`src/rtl/bcd99_count_ctrl.sv`:
```
// Sequencer for a two-digit BCD counter: issues clear/enable strobes, stops at a latched target.
// Optional feature macro BCD99_CTRL_AUTO_RELOAD_EN: DONE pulses for one cycle and restarts the run.
module bcd99_count_ctrl #(
  parameter int unsigned TICK_DIV = 10,
  parameter int unsigned DIV_W    = 4
) (
  input  logic       clk,
  input  logic       reset,
  input  logic       start,
  input  logic       stop,
  input  logic       clear,
  input  logic [3:0] target_tens,
  input  logic [3:0] target_units,
  input  logic [3:0] cnt_tens,
  input  logic [3:0] cnt_units,
  output logic       cnt_en,
  output logic       cnt_clr,
  output logic       busy,
  output logic       done,
  output logic [2:0] state
);

  typedef enum logic [2:0] {
    StIdle  = 3'd0,
    StClr   = 3'd1,
    StRun   = 3'd2,
    StPause = 3'd3,
    StDone  = 3'd4
  } state_e;

  localparam logic [DIV_W-1:0] PrescLast = DIV_W'(TICK_DIV - 1);

  state_e           state_q;
  logic [DIV_W-1:0] presc_q;
  logic [3:0]       tgt_tens_q;
  logic [3:0]       tgt_units_q;
  logic             at_target;
  logic             go;

  assign at_target = (cnt_tens == tgt_tens_q) && (cnt_units == tgt_units_q);
  // stop outranks start whenever both are asserted
  assign go        = start & ~stop;
  assign state     = state_q;

  function automatic logic [3:0] clamp_bcd(input logic [3:0] d);
    return (d > 4'd9) ? 4'd9 : d;
  endfunction

  always_ff @(posedge clk or posedge reset) begin
    if (reset) begin
      state_q     <= StIdle;
      presc_q     <= '0;
      tgt_tens_q  <= '0;
      tgt_units_q <= '0;
      cnt_en      <= 1'b0;
      cnt_clr     <= 1'b0;
      busy        <= 1'b0;
      done        <= 1'b0;
    end else begin
      cnt_en  <= 1'b0;
      cnt_clr <= 1'b0;
      if (clear) begin
        // Abort from any state; in IDLE this is just a bare clear pulse.
        state_q <= StIdle;
        presc_q <= '0;
        cnt_clr <= 1'b1;
        busy    <= 1'b0;
        done    <= 1'b0;
      end else begin
        unique case (state_q)
          StIdle: begin
            if (go) begin
              state_q     <= StClr;
              cnt_clr     <= 1'b1;
              busy        <= 1'b1;
              tgt_tens_q  <= clamp_bcd(target_tens);
              tgt_units_q <= clamp_bcd(target_units);
            end
          end
          StClr: begin
            state_q <= StRun;
            presc_q <= '0;
          end
          StRun: begin
            if (stop) begin
              state_q <= StPause;
            end else if (at_target) begin
              state_q <= StDone;
              busy    <= 1'b0;
              done    <= 1'b1;
            end else if (presc_q == PrescLast) begin
              presc_q <= '0;
              cnt_en  <= 1'b1;
            end else begin
              presc_q <= presc_q + 1'b1;
            end
          end
          StPause: begin
            if (go) begin
              state_q <= StRun;
            end
          end
          StDone: begin
`ifdef BCD99_CTRL_AUTO_RELOAD_EN
            done <= 1'b0;
            if (stop) begin
              state_q <= StIdle;
            end else begin
              state_q <= StClr;
              cnt_clr <= 1'b1;
              busy    <= 1'b1;
              if (start) begin
                tgt_tens_q  <= clamp_bcd(target_tens);
                tgt_units_q <= clamp_bcd(target_units);
              end
            end
`else
            if (go) begin
              state_q     <= StClr;
              cnt_clr     <= 1'b1;
              busy        <= 1'b1;
              done        <= 1'b0;
              tgt_tens_q  <= clamp_bcd(target_tens);
              tgt_units_q <= clamp_bcd(target_units);
            end
`endif
          end
          default: begin
            state_q <= StIdle;
            busy    <= 1'b0;
            done    <= 1'b0;
          end
        endcase
      end
    end
  end

endmodule

```
`config.mk`:
```
export PLATFORM = sky130hd
export DESIGN_NAME = bcd99_count_ctrl
export DESIGN_NICKNAME = d
export VERILOG_FILES = /design/src/rtl/bcd99_count_ctrl.sv
export SDC_FILE = /design/constraint.sdc
export NUM_CORES = 1
export LEC_CHECK = 0
export BUFFER_PORTS_ARGS = -buffer_cell sky130_fd_sc_hd__buf_2
export CAP_MARGIN = 20
export CORE_MARGIN = 3
export CORE_UTILIZATION = 45
export CTS_CLUSTER_DIAMETER = 30
export DETAILED_ROUTE_END_ITERATION = 6
export GPL_TIMING_DRIVEN = 0
export HOLD_SLACK_MARGIN = 0.08
export MAX_ROUTING_LAYER = met4
export PLACE_DENSITY = 0.69
export SLEW_MARGIN = 20
export SYNTH_ARGS = -nofsm -noshare
export SYNTH_HDL_FRONTEND = slang
export SYNTH_SLANG_ARGS = --single-unit
```
`constraint.sdc`:
```
create_clock -name clk -period 4.4 [get_ports clk]
set_input_delay 0 -clock clk [delete_from_list [all_inputs] [get_ports clk]]
set_output_delay 0 -clock clk [all_outputs]
set_load 0.01 [all_outputs]
```
==> impl_metrics.csv, run 1 <==
group,metric,value,unit
global_routing,grt_usage,17.9,%
setup_path,crit_chain,"buf_2 -> nor2_1 -> nand3b_1 -> clkbuf_1 -> nand2_1 -> o21ai_0",
global_routing,grt_pass1_wl,4.42,mm
synth,syn_area,1130,sq um
finish,diodes,0,
global_routing,grt_overflow,0,
setup_path,cp.required,4.56,ns
finish,drive_gt1_share,25.6,%
synth,synth.avg_cell_area,9.54,sq um
power_and_ir_drop,vdd_drop_max,0.213,mV
setup_path,start_kind,"flop",
synth,synthCells,118,
cts,clkLatencyLatePin,0.29,ns
floorplanning,initial_core_util,49.0,%
timing,drv_slew,0,
floorplanning,rows,17,
placed_design,dp_cells,172,
power_and_ir_drop,clockPowerShare,22.5,%
timing,hold_viol,0,
floorplanning,fp.dieH,56.0,um
power_and_ir_drop,p_int,0.277,mW
cts,clock-sinks,19,
cts,tritoncts,"built",
finish,nNetsFinal,184,
timing,fin_skew,0.00226,ns
floorplanning,io_pins,28,
status,run_status,"finished, final reports clean",
synth,synth_top_area_cell,"dfrtp_1",
floorplanning,die_width,56.0,um
synth,ys_warn_count,0,
synth,ys_top_cells_by_count,"dfrtp_1, nand2_1, nand2b_1, nor2_1, xnor2_1",
synth,synthesis.nets,141,
job,drv_cap,0,
floorplanning,core_area,2300,sq um
synth,synth-async-reset-ratio,100,%
cts,cts.clk_slew.worst_paths,0.11,ns
drt,antenna_left,0,
cts,cts_setup_buffers,0,
drt,wire_per_inst,13.5,um
timing,finalSetupViolations,0,
power_and_ir_drop,p_per_area,272,nW/um^2
synth,ys_seq_elements,19,
synth,yosysMostFrequentCell,"dfrtp_1",
power_and_ir_drop,leakage,0.631,nW
worst_hold_path,hp-class,"primary input to flop",
synth,yosysSeqAreaShare,42.2,%
drt,drc,0,
timing,rsz0062_at_grt,"no",
timing,slew-limit-headroom,50.2,%
power_and_ir_drop,seq_power_share,52.5,%
floorplanning,die_area,3140,sq um
cts,cts_buffer_depth,2,
placed_design,hpwl,1.84,mm
setup_path,path_delay_family,"simple AND/OR/NAND/NOR gates",
setup_path,cp_slowest_stage_delay,0.41,ns
timing,period_share,38.5,%
drt,viasPerCell,5.49,
finish,stdcell_count,188,
drt,wirelength,2.54,mm
cts,cts_root_buf,"clkbuf_4",
synth,synth_top_area_share,42.2,%
synth,synth_ff_type,"dfrtp_1",
setup_path,cp-end-kind,"flop",
setup_path,worstPathArrival,1.86,ns
finish,area_growth_syn_to_layout,27.7,%
setup_path,cp_slowest_cell,"dfrtp_1",
setup_path,r2r_slack,2.71,ns
setup_path,crit_type,"flop to flop",
timing,worst_pin_slew,0.745,ns
drt,vias,1032,
finish,fill_cells,198,
cts,cts_inserted_buffers,3,
global_routing,grt_max_degree,20,
timing,setup_tns,0,ns
setup_path,critPathBufInv,2,
cts,cts_hold_buf,12,
synth,synth.distinct_cells,39,
power_and_ir_drop,swShare,29.1,%
placed_design,gp_congestion,0.812,
cts,cts_resized,0,
timing,fmax,590,MHz
timing,period_needed,1.69,ns
global_routing,antenna_found_initial,0,
synth,synth_area_leaders,"dfrtp_1, xnor2_1, nand2b_1",
setup_path,crit_path_max_fanout,10,
drt,firstDrtPassIters,4,
power_and_ir_drop,switchingPower,0.114,mW
cts,htree_levels,1,
synth,synth_edf_count,0,
global_routing,grt_pass1_vias,1092,
placed_design,port_buffers,26,
drt,drt_iter0_drc,27,
power_and_ir_drop,comb_power_share,25.0,%
through the flow:
step                      hold WS (ns)  cell area (sq um)  setup WS, ns  util (%)  power [mW]
after floorplan                -0.0489               1130          2.84         -       0.270
after detailed placement         0.174               1290          2.75      56.2       0.298
final                            0.162               1440          2.71      62.6       0.391
after global routing             0.145               1440          2.54      62.6       0.418
after global placement           0.158               1290          2.75      56.2       0.295
after CTS                        0.142               1440          2.73      62.6       0.395
cell families after synthesis:
family          after synthesis  share of synthesized area [%]
xor+xnor                      8                           6.22
buf+inv                      11                           4.78
mux                           3                           2.89
flops                        19                           42.2
compound gates               28                           17.3
fa+ha+maj                     2                           2.22
simple gates                 47                           24.3
layout make-up:
cell class	instances	area [sq um]	area share (%)
plain buffers	7	38.8	2.70
clock buffers	4	26.3	1.83
inverters	4	15.0	1.04
multi-input cells	88	597	41.5
flip-flops and latches	19	475	33.1
well taps	28	35.0	2.44
repair buffers	38	250	17.4
layer usage:
layer	track usage, %	vias to the layer above	part of all wire, %
met3	2.55	2	4.7
met5	-	-	0
met2	29.2	34	52
li1	-	510	-
met1	21.8	486	43
met4	8.14	0	0.67
final timing paths:
kind | startpoint | to | depth (start not counted)
min in group asynchronous | reset | presc_q[1]$_DFFE_PP0P_ | 3
max in group asynchronous | reset | state[1]$_DFFE_PP0P_ | 3
worst min register to register | tgt_units_q[0]$_DFFE_PP0P_ | tgt_units_q[0]$_DFFE_PP0P_ | 2
worst max register to register | state[0]$_DFFE_PP0P_ | tgt_tens_q[1]$_DFFE_PP0P_ | 6
worst min-delay path | stop | cnt_en$_DFF_PP0_ | 2
worst max-delay path | state[0]$_DFFE_PP0P_ | tgt_tens_q[1]$_DFFE_PP0P_ | 6
state kept, by name, indices dropped and copies added, names as in the netlist:
register     cells
presc_q          4
tgt_tens_q       4
tgt_units_q      4
state            3
busy             1
cnt_clr          1
cnt_en           1
done             1
cell usage in the layout (no fill, tap or decap), types with 2 or more instances in the layout:
cell type	Yosys	routed
nand2b_1	8	8
a31oi_1	5	5
clkbuf_4	0	3
nand4_1	3	3
xnor2_1	8	8
a2111oi_0	2	2
o21ai_0	6	6
a21oi_1	4	4
nand2_1	11	11
dfrtp_1	19	19
buf_2	4	30
clkbuf_1	2	3
and4_1	3	3
mux2_2	2	2
dlygate4sd3_1	0	12
a211oi_1	2	2
nor2b_1	2	2
nand3b_1	2	2
o21a_1	2	2
nor2_1	8	8
ha_1	2	2
inv_1	4	4
power by group through the flow:
stage | Clock (mW) | Sequential, mW | Combinational, mW
6_report | 0.0878 | 0.205 | 0.0977
3_5_place_dp | 0 | 0.209 | 0.0894
5_1_grt | 0.100 | 0.207 | 0.110
4_1_cts | 0.0923 | 0.205 | 0.0978
3_3_place_gp | 0 | 0.208 | 0.0870
2_1_floorplan | 0 | 0.207 | 0.0627
Note: power is estimated with default switching activity, not from simulation.
==> run 2: changes to the inputs <==
--- a/config.mk
+++ b/config.mk
@@ -5,6 +5,7 @@
 export SDC_FILE = /design/constraint.sdc
 export NUM_CORES = 1
 export LEC_CHECK = 0
+export ABC_AREA = 1
 export BUFFER_PORTS_ARGS = -buffer_cell sky130_fd_sc_hd__buf_2
 export CAP_MARGIN = 20
 export CORE_MARGIN = 3
@@ -14,7 +15,7 @@
 export GPL_TIMING_DRIVEN = 0
 export HOLD_SLACK_MARGIN = 0.08
 export MAX_ROUTING_LAYER = met4
-export PLACE_DENSITY = 0.69
+export PLACE_DENSITY = 0.72
 export SLEW_MARGIN = 20
 export SYNTH_ARGS = -nofsm -noshare
 export SYNTH_HDL_FRONTEND = slang
==> constraint.sdc (replaced) <==
create_clock -name clk -period 1.4 [get_ports clk]
set_input_delay 0 -clock clk [delete_from_list [all_inputs] [get_ports clk]]
set_output_delay 0 -clock clk [all_outputs]
set_load 0.01 [all_outputs]
==> impl_metrics.csv, run 2 <==
group,metric,value,unit
floorplanning,rows,17,
floorplanning,core_area,2280,sq um
drt,vias,1037,
synth,synthCells,146,
timing,finalSetupViolations,0,
timing,worst_pin_slew,0.718,ns
power_and_ir_drop,p_per_area,1290,nW/um^2
synth,yosysSeqAreaShare,43.2,%
power_and_ir_drop,leakage,0.798,nW
timing,fin_skew,0.00387,ns
finish,stdcell_count,220,
placed_design,gp_congestion,0.805,
finish,drive_gt1_share,27.6,%
global_routing,grt_max_degree,20,
timing,period_needed,1.34,ns
floorplanning,fp.dieH,55.5,um
placed_design,dp_cells,201,
global_routing,grt_pass1_vias,1030,
setup_path,worstPathArrival,1.57,ns
timing,hold_viol,0,
placed_design,port_buffers,27,
setup_path,r2r_slack,0.06,ns
timing,rsz0062_at_grt,"yes",
synth,synth_ff_type,"dfrtp_1",
finish,top_regs,"presc_q (4), tgt_tens_q (4), tgt_units_q (4)",
timing,fmax,746,MHz
synth,yosysMostFrequentCell,"nand2_1",
global_routing,grt_usage,17.1,%
synth,synth_edf_count,0,
placed_design,placed_cell_area,1270,sq um
synth,synth-async-reset-ratio,100,%
drt,wire_per_inst,11.0,um
cts,clkLatencyLatePin,0.29,ns
synth,synth_area_leaders,"dfrtp_1, nand2_1, inv_1",
finish,final_area,1470,sq um
floorplanning,die_area,3080,sq um
synth,synthesis.nets,169,
power_and_ir_drop,vdd_drop_max,0.868,mV
timing,slew-limit-headroom,52.1,%
synth,ys_warn_count,0,
setup_path,crit_chain,"inv_2 -> nand3_4 -> nor2_4 -> nand2_4 -> nand2_2 -> inv_2 -> nand2_4 -> nand2_1 -> o21ai_1",
floorplanning,io_pins,28,
drt,wirelength,2.41,mm
drt,antenna_left,0,
setup_path,cp.required,1.63,ns
global_routing,antenna_found_initial,0,
cts,cts_inserted_buffers,3,
finish,diodes,0,
cts,cts.clk_slew.worst_paths,0.11,ns
finish,final_cell_mix,"nand2_1, buf_2, inv_1, dfrtp_1, dlygate4sd3_1",
status,run_status,"finished, final reports clean",
timing,drv_slew,0,
cts,cts_buffer_depth,2,
job,drv_cap,0,
synth,synth.avg_cell_area,7.54,sq um
global_routing,grt_pass1_wl,4.16,mm
finish,final_common_cell,"nand2_1",
placed_design,hpwl,1.78,mm
cts,htree_levels,1,
setup_path,crit_path_max_fanout,8,
setup_path,cp-end-kind,"flop",
synth,synth_top_area_share,43.2,%
worst_hold_path,hp-class,"primary input to flop",
drt,firstDrtPassIters,4,
finish,fill_cells,207,
drt,viasPerCell,4.71,
cts,cts_root_buf,"clkbuf_4",
setup_path,crit_type,"flop to flop",
cts,clock-sinks,19,
drt,drt_iter0_drc,18,
floorplanning,die_width,55.5,um
setup_path,cp_slowest_cell,"dfrtp_1",
timing,setup_tns,0,ns
finish,nNetsFinal,216,
synth,synth_top_area_cell,"dfrtp_1",
timing,holdWs,0.170,ns
drt,drc,0,
synth,syn_area,1100,sq um
synth,ys_top_cells_by_count,"nand2_1, inv_1, dfrtp_1",
finish,area_growth_syn_to_layout,33.1,%
global_routing,grt_overflow,0,
synth,synth.distinct_cells,23,
cts,tritoncts,"built",
synth,ys_seq_elements,19,
floorplanning,initial_core_util,48.4,%
setup_path,start_kind,"flop",
timing,period_share,95.8,%
setup_path,cp_slowest_stage_delay,0.44,ns
==> run 2: cell count changes in the layout (fill, tap and decap cells not counted), moves of 7 or more <==
cell      delta
inv_2        +7
nand2_1     +33
nand2b_1     -8
inv_1       +18
nand3_1      +7
==> run 2: repair_timing <==
item,4_1_cts,5_1_grt
gates resized for setup,0,7
hold buffers,12,0
setup buffers,0,3
endpoints found under the setup margin,0,11
endpoints found under the hold margin,31,0
==> run 2: layer usage <==
| layer | GRT usage (%) | routed length, um | vias up |
|---|---|---|---|
| met5 | - | 0 | - |
| met4 | 4.17 | 14 | 0 |
| met3 | 2.80 | 91 | 2 |
| met2 | 30.4 | 1220 | 27 |
| met1 | 20.1 | 1080 | 464 |
| li1 | - | - | 544 |
==> run 2: worst max-delay path: cells and delay by family (launching register included) <==
kind	cells	cell delay (ns)
simple gates	6	0.60
buf+inv	2	0.17
flops	1	0.44
compound gates	1	0.07
==> run 2: power breakdown <==
group | leakage, nW | total [mW] | switching, mW | internal [mW]
Combinational | 0.538 | 0.789 | 0.445 | 0.344
Sequential | 0.245 | 0.820 | 0.115 | 0.705
Clock | 0.0150 | 0.280 | 0.169 | 0.111
Total | 0.798 | 1.89 | 0.729 | 1.16
==> run 2: final timing paths <==
kind	start	end	cells after the start
setup reg to reg	state[0]$_DFFE_PP0P_	presc_q[2]$_DFFE_PP0P_	9
max in group asynchronous	reset	state[1]$_DFFE_PP0P_	3
hold / removal	cnt_units[2]	done$_DFFE_PP0P_	6
setup / recovery	state[0]$_DFFE_PP0P_	presc_q[2]$_DFFE_PP0P_	9
min in group asynchronous	reset	tgt_tens_q[0]$_DFFE_PP0P_	3
hold reg to reg	done$_DFFE_PP0P_	done$_DFFE_PP0P_	2
==> run 2: final cells by class <==
class | instances | area, sq um | share of cell area (%)
clock buffers | 4 | 26.3 | 1.79
inverters | 29 | 109 | 7.43
multi-input cells | 98 | 541 | 36.9
flip-flops and latches | 19 | 477 | 32.5
well taps | 28 | 35.0 | 2.39
repair buffers | 42 | 278 | 19.0
==> run 2: cell families after synthesis <==
kind of cell               Yosys count  synth area share (%)
AOI/OAI and AO/OA                   21                  10.9
xor gates and xnor gates             5                  3.98
adders and majority gates            2                  2.27
buffers and inverters               29                  9.89
DFF                                 19                  43.2
and+or+nand+nor                     70                  29.8
==> run 2: through the flow <==
stage | utilization [%] | power (mW) | worst slack [ns]
floorplan | - | 1.34 | 0.168
global placement | 55.9 | 1.50 | 0.0992
detailed placement | 55.9 | 1.53 | 0.0728
CTS | 62.3 | 1.83 | 0.0536
global route | 64.4 | 2.05 | -0.0599
finish | 64.4 | 1.89 | 0.0595
==> run 3: changes to the inputs <==
--- a/config.mk
+++ b/config.mk
@@ -15,7 +15,7 @@
 export GPL_TIMING_DRIVEN = 0
 export HOLD_SLACK_MARGIN = 0.08
 export MAX_ROUTING_LAYER = met4
-export PLACE_DENSITY = 0.72
+export PLACE_DENSITY = 0.69
 export SLEW_MARGIN = 20
 export SYNTH_ARGS = -nofsm -noshare
 export SYNTH_HDL_FRONTEND = slang
==> constraint.sdc (replaced) <==
create_clock -name clk -period 1.5 [get_ports clk]
set_input_delay 0 -clock clk [delete_from_list [all_inputs] [get_ports clk]]
set_output_delay 0 -clock clk [all_outputs]
set_load 0.01 [all_outputs]
==> impl_metrics.csv, run 3 (synthesized netlist as in run 2, its figures left out) <==
group,metric,value,unit
power_and_ir_drop,vdd_drop_max,0.817,mV
floorplanning,rows,17,
setup_path,crit_chain,"inv_1 -> nand3_2 -> nand2_1 -> dlygate4sd3_1",
cts,htree_levels,1,
setup_path,start_kind,"flop",
job,drv_cap,0,
floorplanning,fp.dieH,55.5,um
finish,nNetsFinal,213,
timing,fmax,738,MHz
drt,viasPerCell,4.80,
drt,drt_iter0_drc,26,
setup_path,cp_slowest_cell,"dlygate4sd3_1",
timing,slew-limit-headroom,51.9,%
setup_path,worstPathArrival,1.61,ns
timing,setup_tns,0,ns
cts,cts_buffer_depth,2,
finish,diodes,0,
setup_path,path_delay_family,"buffers and inverters",
placed_design,port_buffers,27,
timing,rsz0062_at_grt,"no",
finish,fill_cells,211,
power_and_ir_drop,p_per_area,1210,nW/um^2
timing,setup_slack,0.146,ns
drt,wire_per_inst,11.5,um
global_routing,grt_pass1_wl,4.31,mm
finish,drive_gt1_share,24.9,%
timing,finalSetupViolations,0,
floorplanning,die_area,3080,sq um
setup_path,cp_slowest_stage_delay,0.54,ns
global_routing,grt_overflow,0,
setup_path,r2r_slack,0.15,ns
cts,clkLatencyLatePin,0.30,ns
power_and_ir_drop,p_total,1.72,mW
global_routing,grt_usage,17.6,%
timing,fin_skew,0.00505,ns
timing,hold_viol,0,
finish,top_regs,"presc_q (4), tgt_tens_q (4), tgt_units_q (4)",
placed_design,gp_congestion,0.793,
floorplanning,initial_core_util,48.4,%
worst_hold_path,hp-class,"primary input to flop",
setup_path,cp-end-kind,"flop",
cts,clock-sinks,19,
global_routing,antenna_found_initial,0,
drt,drc,0,
finish,area_growth_syn_to_layout,29.0,%
status,run_status,"finished, final reports clean",
timing,period_needed,1.35,ns
placed_design,hpwl,1.84,mm
drt,firstDrtPassIters,4,
drt,vias,1041,
cts,cts_root_buf,"clkbuf_4",
placed_design,preCtsSetupSlack,0.167,ns
floorplanning,die_width,55.5,um
finish,final_common_cell,"nand2_1",
setup_path,crit_path_max_fanout,4,
global_routing,grt_max_degree,20,
setup_path,crit_type,"flop to flop",
floorplanning,core_area,2280,sq um
floorplanning,io_pins,28,
cts,cts_inserted_buffers,3,
drt,antenna_left,0,
cts,tritoncts,"built",
setup_path,critPathBufInv,2,
global_routing,grt_pass1_vias,1105,
finish,final_cell_mix,"nand2_1, buf_2, inv_1, dfrtp_1, dlygate4sd3_1",
timing,drv_slew,0,
timing,period_share,90.3,%
power_and_ir_drop,leakage,0.775,nW
cts,cts.clk_slew.worst_paths,0.11,ns
timing,worst_pin_slew,0.721,ns
setup_path,cp.required,1.75,ns
drt,wirelength,2.49,mm
==> run 3: per-stage QoR <==
stage	cell area [sq um]	cells	hold slack, ns	util [%]
after floorplan	1100	146	-0.0489	-
after global placement	1270	201	0.157	55.9
after detailed placement	1270	201	0.168	55.9
after CTS	1420	217	0.0817	62.3
after global routing	1420	217	0.117	62.4
final	1420	217	0.0758	62.4
==> run 3: final cells by class <==
cell class	instances	area (sq um)	share of cell area, %
multi-input cells	98	519	36.6
well taps	28	35.0	2.47
flip-flops and latches	19	475	33.5
clock buffers	4	26.3	1.85
inverters	29	109	7.67
repair buffers	39	255	18.0
==> run 3: what timing repair did <==
action	CTS	global route
endpoints found under the setup margin	0	1
hold buffers	12	0
resized for setup	0	1
buffers inserted	0	0
endpoints found under the hold margin	31	0
==> run 3: worst paths after layout <==
check / start / end / cells after the start
max in group asynchronous: reset / state[0]$_DFFE_PP0P_ / 3
setup / recovery: state[1]$_DFFE_PP0P_ / cnt_clr$_DFF_PP0_ / 4
setup reg to reg: state[1]$_DFFE_PP0P_ / cnt_clr$_DFF_PP0_ / 4
hold / removal: start / state[0]$_DFFE_PP0P_ / 6
hold reg to reg: busy$_DFFE_PP0P_ / busy$_DFFE_PP0P_ / 2
min in group asynchronous: reset / busy$_DFFE_PP0P_ / 3
==> run 3: layer usage <==
metal	track usage [%]	wire [um]	vias to the layer above	part of all wire, %
li1	-	-	541	-
met1	19.6	1050	471	42
met2	31.3	1310	27	53
met3	2.34	106	2	4.3
met4	7.29	16	0	0.64
met5	-	0	-	0
==> run 3: worst register-to-register path, stage by stage, from the launching register on <==
cell	delay (ns)
dfrtp_1	0.43
inv_1	0.15
nand3_2	0.12
nand2_1	0.07
dlygate4sd3_1	0.54
==> run 3: power by group <==
part	switching [mW]	internal [mW]	leakage (nW)
combinational	0.404	0.291	0.513
clock	0.166	0.104	0.0150
sequential	0.103	0.656	0.246
total	0.674	1.05	0.775
